$ cat config.mk
export PLATFORM = sky130hd
export DESIGN_NAME = sevenseg_pair_decoder
export DESIGN_NICKNAME = d
export VERILOG_FILES = /design/src/rtl/sevenseg_pair_decoder.sv
export SDC_FILE = /design/constraint.sdc
export NUM_CORES = 1
export LEC_CHECK = 0
export CAP_MARGIN = 40
export CORE_MARGIN = 3
export CORE_UTILIZATION = 40
export CTS_CLUSTER_SIZE = 28
export DETAILED_ROUTE_END_ITERATION = 16
export DONT_BUFFER_PORTS = 1
export PLACE_DENSITY_LB_ADDON = 0.3
export SLEW_MARGIN = 10
export SYNTH_ARGS = -nofsm -noshare
export SYNTH_HDL_FRONTEND = slang
export SYNTH_SLANG_ARGS = --single-unit
$ cat constraint.sdc
create_clock -name clk_i -period 1.7 [get_ports clk_i]
set_clock_uncertainty 0.1 [all_clocks]
set_input_delay 0.425 -clock clk_i [delete_from_list [all_inputs] [get_ports clk_i]]
set_output_delay 0.425 -clock clk_i [all_outputs]
set_load 0.01 [all_outputs]
$ cat src/rtl/sevenseg_pair_decoder.sv
// sevenseg_pair_decoder
// Capture-side partner of the byte-to-seven-segment encoder. Two segment
// patterns arrive one at a time on a shared bus: first the high digit
// (sel=0), then the low digit (sel=1). Each pattern is decoded back to a hex
// nibble. The two nibbles are joined into one byte and presented with a
// single-cycle valid pulse. Malformed patterns, a low digit with no pending
// high digit, and a high digit left waiting too long each raise their own
// single-cycle error pulse. Every output is registered, so each response
// appears one cycle after the strobe edge that caused it.
module sevenseg_pair_decoder #(
  // Idle cycles tolerated in WAIT_LO before the pending high nibble is
  // dropped. Legal range is 2..255.
  parameter int unsigned TIMEOUT = 16
) (
  input  logic       clk_i,
  input  logic       rst_i,
  input  logic       seg_strobe_i,
  input  logic       seg_sel_i,
  input  logic [7:0] seg_in_i,
  output logic [7:0] value_o,
  output logic       value_valid_o,
  output logic       pattern_err_o,
  output logic       order_err_o,
  output logic       timeout_err_o,
  output logic [7:0] pair_count_o
);

  // The timer counts 0..TIMEOUT-1, so 8 bits are enough for the whole legal
  // range. The timeout fires on the cycle where the timer sits at its last
  // value and no strobe arrives.
  localparam logic [7:0] TIMER_LAST = 8'(TIMEOUT - 1);

  typedef enum logic {
    S_IDLE    = 1'b0,
    S_WAIT_LO = 1'b1
  } state_t;

  state_t     state_q, state_d;
  logic [3:0] hi_q, hi_d;
  logic [7:0] timer_q, timer_d;
  logic [7:0] value_q, value_d;
  logic [7:0] count_q, count_d;
  logic       value_valid_q, value_valid_d;
  logic       pattern_err_q, pattern_err_d;
  logic       order_err_q, order_err_d;
  logic       timeout_err_q, timeout_err_d;

  logic [3:0] seg_nibble;
  logic       seg_known;

  // Decode the segment pattern (bit order 0gfedcba). Only an exact match
  // is accepted, so any pattern with bit7 set is rejected by the default arm.
  always_comb begin
    seg_nibble = 4'h0;
    seg_known  = 1'b1;
    case (seg_in_i)
      8'h3F: seg_nibble = 4'h0;
      8'h06: seg_nibble = 4'h1;
      8'h5B: seg_nibble = 4'h2;
      8'h4F: seg_nibble = 4'h3;
      8'h66: seg_nibble = 4'h4;
      8'h6D: seg_nibble = 4'h5;
      8'h7D: seg_nibble = 4'h6;
      8'h07: seg_nibble = 4'h7;
      8'h7F: seg_nibble = 4'h8;
      8'h6F: seg_nibble = 4'h9;
      8'h77: seg_nibble = 4'hA;
      8'h7C: seg_nibble = 4'hB;
      8'h39: seg_nibble = 4'hC;
      8'h5E: seg_nibble = 4'hD;
      8'h79: seg_nibble = 4'hE;
      8'h71: seg_nibble = 4'hF;
      default: begin
        seg_nibble = 4'h0;
        seg_known  = 1'b0;
      end
    endcase
  end

  // Next-state and output logic. A strobe is examined before the timeout,
  // so a strobe on the timeout cycle wins and no TimeoutErr is raised.
  // The branches are disjoint, so at most one pulse is raised per cycle.
  always_comb begin
    state_d       = state_q;
    hi_d          = hi_q;
    timer_d       = timer_q;
    value_d       = value_q;
    count_d       = count_q;
    value_valid_d = 1'b0;
    pattern_err_d = 1'b0;
    order_err_d   = 1'b0;
    timeout_err_d = 1'b0;

    case (state_q)
      S_IDLE: begin
        if (seg_strobe_i) begin
          if (!seg_known) begin
            pattern_err_d = 1'b1;
          end else if (seg_sel_i) begin
            // A low digit with nothing to pair it with.
            order_err_d = 1'b1;
          end else begin
            hi_d    = seg_nibble;
            timer_d = 8'd0;
            state_d = S_WAIT_LO;
          end
        end
      end

      S_WAIT_LO: begin
        if (seg_strobe_i) begin
          if (!seg_known) begin
            // A bad pattern breaks the pair. Value keeps its old contents.
            pattern_err_d = 1'b1;
            hi_d          = 4'h0;
            timer_d       = 8'd0;
            state_d       = S_IDLE;
          end else if (seg_sel_i) begin
            value_d       = {hi_q, seg_nibble};
            value_valid_d = 1'b1;
            count_d       = count_q + 8'd1;
            timer_d       = 8'd0;
            state_d       = S_IDLE;
          end else begin
            // A repeated high digit replaces the pending one and restarts
            // the wait. This is not treated as an error.
            hi_d    = seg_nibble;
            timer_d = 8'd0;
          end
        end else if (timer_q == TIMER_LAST) begin
          timeout_err_d = 1'b1;
          hi_d          = 4'h0;
          timer_d       = 8'd0;
          state_d       = S_IDLE;
        end else begin
          timer_d = timer_q + 8'd1;
        end
      end

      default: begin
        state_d = S_IDLE;
      end
    endcase
  end

  // State and output registers. Reset clears everything at once, which also
  // discards a half-received pair.
  always_ff @(posedge clk_i or posedge rst_i) begin
    if (rst_i) begin
      state_q       <= S_IDLE;
      hi_q          <= 4'h0;
      timer_q       <= 8'd0;
      value_q       <= 8'd0;
      count_q       <= 8'd0;
      value_valid_q <= 1'b0;
      pattern_err_q <= 1'b0;
      order_err_q   <= 1'b0;
      timeout_err_q <= 1'b0;
    end else begin
      state_q       <= state_d;
      hi_q          <= hi_d;
      timer_q       <= timer_d;
      value_q       <= value_d;
      count_q       <= count_d;
      value_valid_q <= value_valid_d;
      pattern_err_q <= pattern_err_d;
      order_err_q   <= order_err_d;
      timeout_err_q <= timeout_err_d;
    end
  end

  assign value_o       = value_q;
  assign value_valid_o = value_valid_q;
  assign pattern_err_o = pattern_err_q;
  assign order_err_o   = order_err_q;
  assign timeout_err_o = timeout_err_q;
  assign pair_count_o  = count_q;

endmodule

==> results.tsv, run 1 <==
metric	value	unit
failing checks	negative setup slack	
#FFs+latches synth	33	
Cells after DPL	272	
worst-margin pin slew	0.409	ns
fin nets	247	
CP Capture Type	flip-flop	
clock-pin slew on the worst setup and hold paths	0.07	ns
vias after detailed routing	1677	
WS Path Type	input port to flip-flop	
top-count cell post-synth	dfrtp_1	
minimum clock period	1.99	ns
Leakage	1.30	nW
drt drc	0	
Synth cell types	50	
setup_tns	-4.99	ns
CP max stage delay	0.37	ns
register area share after synthesis	42.8	%
Critical Path Start Type	input port	
Max-cap violations	0	
Crit-path slowest cell	a222oi_1	
Hold Violations, Final	0	
clock buffer depth	2	
initial antenna violation count	0	
delay-heaviest family, CP	compound AO/OA/AOI/OAI gates	
RD Place Congestion	0.748	
drt wl/cell	16.9	µm
CP Max Fanout	15	
largest net degree at the start of global routing	34	
routed vias/inst	5.86	
H-tree level count	2	
Tot Pwr	1.86	mW
Area Growth Syn to Fin	35.7	%
DIE AREA	5690	µm²
power per cell area	712	nW/µm²
die width	75.5	µm
total routing usage reported by global routing	18.4	%
status	finished, violations left	
# setup viols final	31	
clock net sink count	33	
# diodes	0	
CTS tree	yes	
core area	4500	µm²
Setup WS pre-CTS	-0.633	ns
sequential cell area	826	µm²
drt first pass iters	5	
fmax	503	MHz
footprint of the multi-input gates	1250	µm²
IO Count	32	
first-pass GRT wire length	8000	µm
Clk Latency, worst-skew pair	0.28	ns
RSZ-0062 raised after global routing	yes	
Buffers on Ports	0	
Mean Syn Cell Area	9.89	µm²
die height	75.5	µm
CTS buffer count	5	
peak supply drop	0.797	mV
area leader, netlist	dfrtp_1	
crit-path cells	and4b_2 -> o311a_1 -> nor3_4 -> buf_6 -> o21ai_0 -> a222oi_1 -> buf_4 -> o21ai_2	
HPWL after detailed placement	3250	µm
WP data required	1.78	ns
post-synth net total	209	
final wirelength	4840	µm
DRT iter0 DRCs	89	
Synth top cells by count	dfrtp_1, nand2_1, inv_1	
Netlist Area Pre-Place	1930	µm²
Starting Density	42.8	%
Layout fillers	379	
Synth Flop Type	dfrtp_1	
Async SR Flop Fraction	100	%
EDFF count, synth	0	
Overflow after GRT	0	
Cells after Synth	195	
post-layout util	58.1	%
Finished Layout Cells	286	
clk root buf	clkbuf_8	
Yosys Warn Count	0	
crit share post-route	117	%
row count	24	
final setup margin	-0.290	ns
vias in the first global route	1665	
WP data arrival	2.07	ns
Slew Limit Fails	0	
layout cells sized above 1	39.3	%
Worst Path Buf+Inv	2	
number of routed nets with antenna violations	0	
Hold-fix buffers, CTS	0	
Min Hold Slack	0.0110	ns
Slew HR	72.7	%
worst min-delay path class	input port to asynchronous set/reset pin	
post-route cell area	2620	µm²
DP Area	2250	µm²
synth top area cells	dfrtp_1, mux2_4, nand2_1	
Synth top area share	42.8	%
==> sequential cells by signal (all words and copies together), names as in the netlist <==
register / cells
value_o: 8
pair_count_o: 8
timer_q: 8
value_valid_o: 1
hi_q: 4
state_q: 1
timeout_err_o: 1
pattern_err_o: 1
order_err_o: 1
==> path summary, 6_finish.rpt <==
kind	slack, ns	cells after the start	endpoint	startpoint
worst max-delay path	-0.29	8	hi_q[2]$_DFFE_PP0P_	seg_in_i[0]
worst min-delay path	0.01	2	timer_q[5]$_DFFE_PP0P_	rst_i
worst max register to register	-0.21	8	hi_q[2]$_DFFE_PP0P_	timer_q[0]$_DFFE_PP0P_
worst min register to register	0.41	1	value_o[6]$_DFFE_PP0P_	hi_q[2]$_DFFE_PP0P_
max in group asynchronous	1.19	2	timer_q[2]$_DFFE_PP0P_	rst_i
min in group clk_i	0.18	1	hi_q[3]$_DFFE_PP0P_	seg_strobe_i
==> kinds of logic after synthesis <==
group | synth area share (%)
buf+inv | 4.67
mux | 6.74
fa+ha+maj | 1.30
simple gates | 25.7
compound gates | 15.1
flops | 42.8
xor+xnor | 3.63
==> routing by layer <==
metal	global-route usage, %	routed length (µm)
met4	4.08	27
met5	0	0
met1	25.9	2300
met3	6.86	272
met2	26.8	2240
==> placed cells by master, fill, tap and decap left out, types with 2 or more instances in the layout <==
cell type,count
o21ai_2,3
a21o_1,5
xnor2_1,4
nor4_1,3
inv_1,10
clkbuf_8,6
nand4b_1,2
o22ai_1,3
nor3b_1,4
mux2_4,8
nand2_1,18
xor2_1,3
nand2_2,3
o22ai_2,5
nor4bb_1,2
and3_1,5
o21ai_1,2
buf_8,2
nand3_4,2
a21oi_1,3
and4_1,2
o21ai_0,3
nor2_4,2
nor2b_1,5
nand2b_1,2
and2_1,2
nor2_1,6
a22o_1,3
nor3_1,3
buf_6,5
nor3_4,2
a222oi_1,2
dfrtp_1,33
buf_4,32
o211ai_1,2
nand3_1,5
==> layout make-up <==
type / count / share of cell area (%)
multi-input cells: 144 / 47.6
flip-flops and latches: 33 / 31.5
repair buffers: 39 / 12.5
clock buffers: 7 / 3.30
well taps: 52 / 2.49
inverters: 10 / 1.43
clock inverters: 1 / 1.15
==> power breakdown <==
group / switching, mW / total, mW / internal (mW)
logic: 0.110 / 0.239 / 0.129
registers: 0.0359 / 0.866 / 0.830
clock network: 0.282 / 0.760 / 0.478
total: 0.428 / 1.86 / 1.44
==> repair_timing <==
action | in CTS | in global routing
gates resized for setup | 25 | 24
pin swaps | 25 | 16
endpoints found under the setup margin | 31 | 32
cloned | 1 | 0
buffers inserted | 4 | 2
No activity file was read; power rests on OpenSTA's default activity.
==> run 2: changes to the inputs <==
--- a/config.mk
+++ b/config.mk
@@ -6,7 +6,7 @@
 export NUM_CORES = 1
 export LEC_CHECK = 0
 export CAP_MARGIN = 40
-export CORE_MARGIN = 3
+export CORE_MARGIN = 2
 export CORE_UTILIZATION = 40
 export CTS_CLUSTER_SIZE = 28
 export DETAILED_ROUTE_END_ITERATION = 16
==> run 2 against run 1 <==
Effect of this change:
- the flow still finishes with violations (negative setup slack)
- worst setup slack better by 0.027 ns
- sequential cell count stayed put
- routed wire length is 7.9% lower
==> results.tsv, run 2 (same netlist as run 1, synthesis figures left out) <==
metric	value	unit	change
largest net degree at the start of global routing	34		unchanged
post-layout util	54.3	%	-3.8 points
vias after detailed routing	1615		-3.7%
# diodes	0		unchanged
CTS tree	yes		
clock-pin slew on the worst setup and hold paths	0.07	ns	about the same
status	finished, violations left		
final wirelength	4460	µm	-7.9%
Max-cap violations	0		unchanged
RSZ-0062 raised after global routing	yes		
worst setup path start	seg_in_i[0]		
CP max stage delay	0.52	ns	+0.15 ns
HPWL after detailed placement	3020	µm	-7.1%
Buffers on Ports	0		unchanged
WP data arrival	2.04	ns	-0.03 ns
DRT iter0 DRCs	104		+17%
worst min-delay path class	input port to asynchronous set/reset pin		
Hold-fix buffers, CTS	0		unchanged
initial antenna violation count	0		unchanged
CP Capture Type	flip-flop		
number of routed nets with antenna violations	0		unchanged
clk root buf	clkbuf_8		
drt wl/cell	15.4	µm	-9.2%
Leakage	1.26	nW	-2.4%
failing checks	negative setup slack		
Slew Limit Fails	0		unchanged
core area	4690	µm²	+4.2%
die width	73.5	µm	-2.7%
fin nets	249		+0.81%
Critical Path Start Type	input port		
fmax	509	MHz	+1.4%
Overflow after GRT	0		unchanged
Setup WS pre-CTS	-0.671	ns	-0.0380 ns
clock net sink count	33		unchanged
crit-path cells	or4b_4 -> a211oi_2 -> a32oi_2 -> and3_4 -> nor2_8 -> buf_6 -> mux2_4		
CP Max Fanout	15		unchanged
Slew HR	72.8	%	about the same
Crit-path slowest cell	or4b_4		
vias in the first global route	1481		-11%
clock buffer depth	2		unchanged
Worst R2R Start	timer_q[1]$_DFFE_PP0P_		
power per cell area	680	nW/µm²	-4.5%
WP data required	1.78	ns	about the same
Starting Density	41.1	%	-1.7 points
WS Path Type	input port to flip-flop		
# setup viols final	32		+3.2%
CTS buffer count	5		unchanged
H-tree level count	2		unchanged
RD Place Congestion	0.853		+14%
row count	25		+4.2%
layout cells sized above 1	34.7	%	-4.6 points
die height	73.5	µm	-2.7%
Clk Latency, worst-skew pair	0.29	ns	about the same
drt drc	0		unchanged
most frequent cells in the layout	dfrtp_1, buf_4, nand2_1		
routed vias/inst	5.57		-5.0%
crit share post-route	115	%	-1.6 points
DIE AREA	5390	µm²	-5.2%
Layout fillers	414		+9.2%
drt first pass iters	4		-1
worst-margin pin slew	0.409	ns	-0.000603 ns
minimum clock period	1.96	ns	-0.0267 ns
IO Count	32		unchanged
first-pass GRT wire length	7120	µm	-11%
total routing usage reported by global routing	17.0	%	-1.4 points
delay-heaviest family, CP	simple AND/OR/NAND/NOR gates		
Area Growth Syn to Fin	32.0	%	
peak supply drop	0.436	mV	-45%
Hold Violations, Final	0		unchanged
Worst Path Buf+Inv	1		-1
final setup margin	-0.263	ns	+0.0267 ns
-- run 2: per-stage QoR --
| stage | power [mW] | cell area (µm²) | hold WS, ns | instances | setup TNS [ns] |
|---|---|---|---|---|---|
| CTS | 1.74 | 2430 | 0.0219 | 287 | -5.79 |
| detailed placement | 1.08 | 2240 | 0.330 | 272 | -16.77 |
| global route | 1.83 | 2550 | 0.0515 | 290 | -7.87 |
| finish | 1.73 | 2550 | 0.00498 | 290 | -6.11 |
| global placement | 1.07 | 2240 | 0.327 | 272 | -16.30 |
| floorplan | 1.03 | 2010 | 0.375 | 195 | -14.50 |
-- run 2: report_power, final --
part	total [mW]	internal, mW	switching (mW)
registers	0.864	0.830	0.0335
logic	0.220	0.121	0.0991
clock network	0.648	0.366	0.282
-- run 2: final cells by class --
type	count	area, µm²	share of cell area, %
clock inverter	1	5.00	0.197
inverter	10	37.5	1.47
sequential	33	826	32.4
timing repair buffer	42	349	13.7
clock buffer	7	96.3	3.78
tap	54	67.6	2.65
multi-input combinational	143	1160	45.7
-- run 2: worst paths after layout --
| check | cells after the start | slack (ns) | end |
|---|---|---|---|
| setup / recovery | 7 | -0.26 | value_o[4]$_DFFE_PP0P_ |
| hold / removal | 2 | 0.005 | timer_q[4]$_DFFE_PP0P_ |
| setup reg to reg | 7 | -0.17 | hi_q[2]$_DFFE_PP0P_ |
| min in group clk_i | 1 | 0.17 | hi_q[3]$_DFFE_PP0P_ |
| max in group asynchronous | 2 | 1.20 | hi_q[2]$_DFFE_PP0P_ |
| hold reg to reg | 1 | 0.41 | value_o[4]$_DFFE_PP0P_ |
-- run 2: routing by layer --
layer | vias up | routed length, µm | GRT usage, %
met5 | - | 0 | 0
met4 | 0 | 124 | 5.05
met3 | 12 | 188 | 6.17
met2 | 41 | 2100 | 25.4
met1 | 763 | 2040 | 23.0
li1 | 799 | - | -
-- run 2: what timing repair did --
action,4_1_cts,5_1_grt
pin swaps,12,16
setup endpoints to repair,32,32
resized for setup,16,17
setup buffers,7,3
-- run 2: worst register-to-register path: stages, from the launching register on --
cell and delay (ns):
dfrtp_1 0.36, ha_1 0.17, and4b_1 0.21, nand2_1 0.10, nor2_1 0.20, inv_1 0.09, a222oi_1 0.41, o21ai_1 0.10
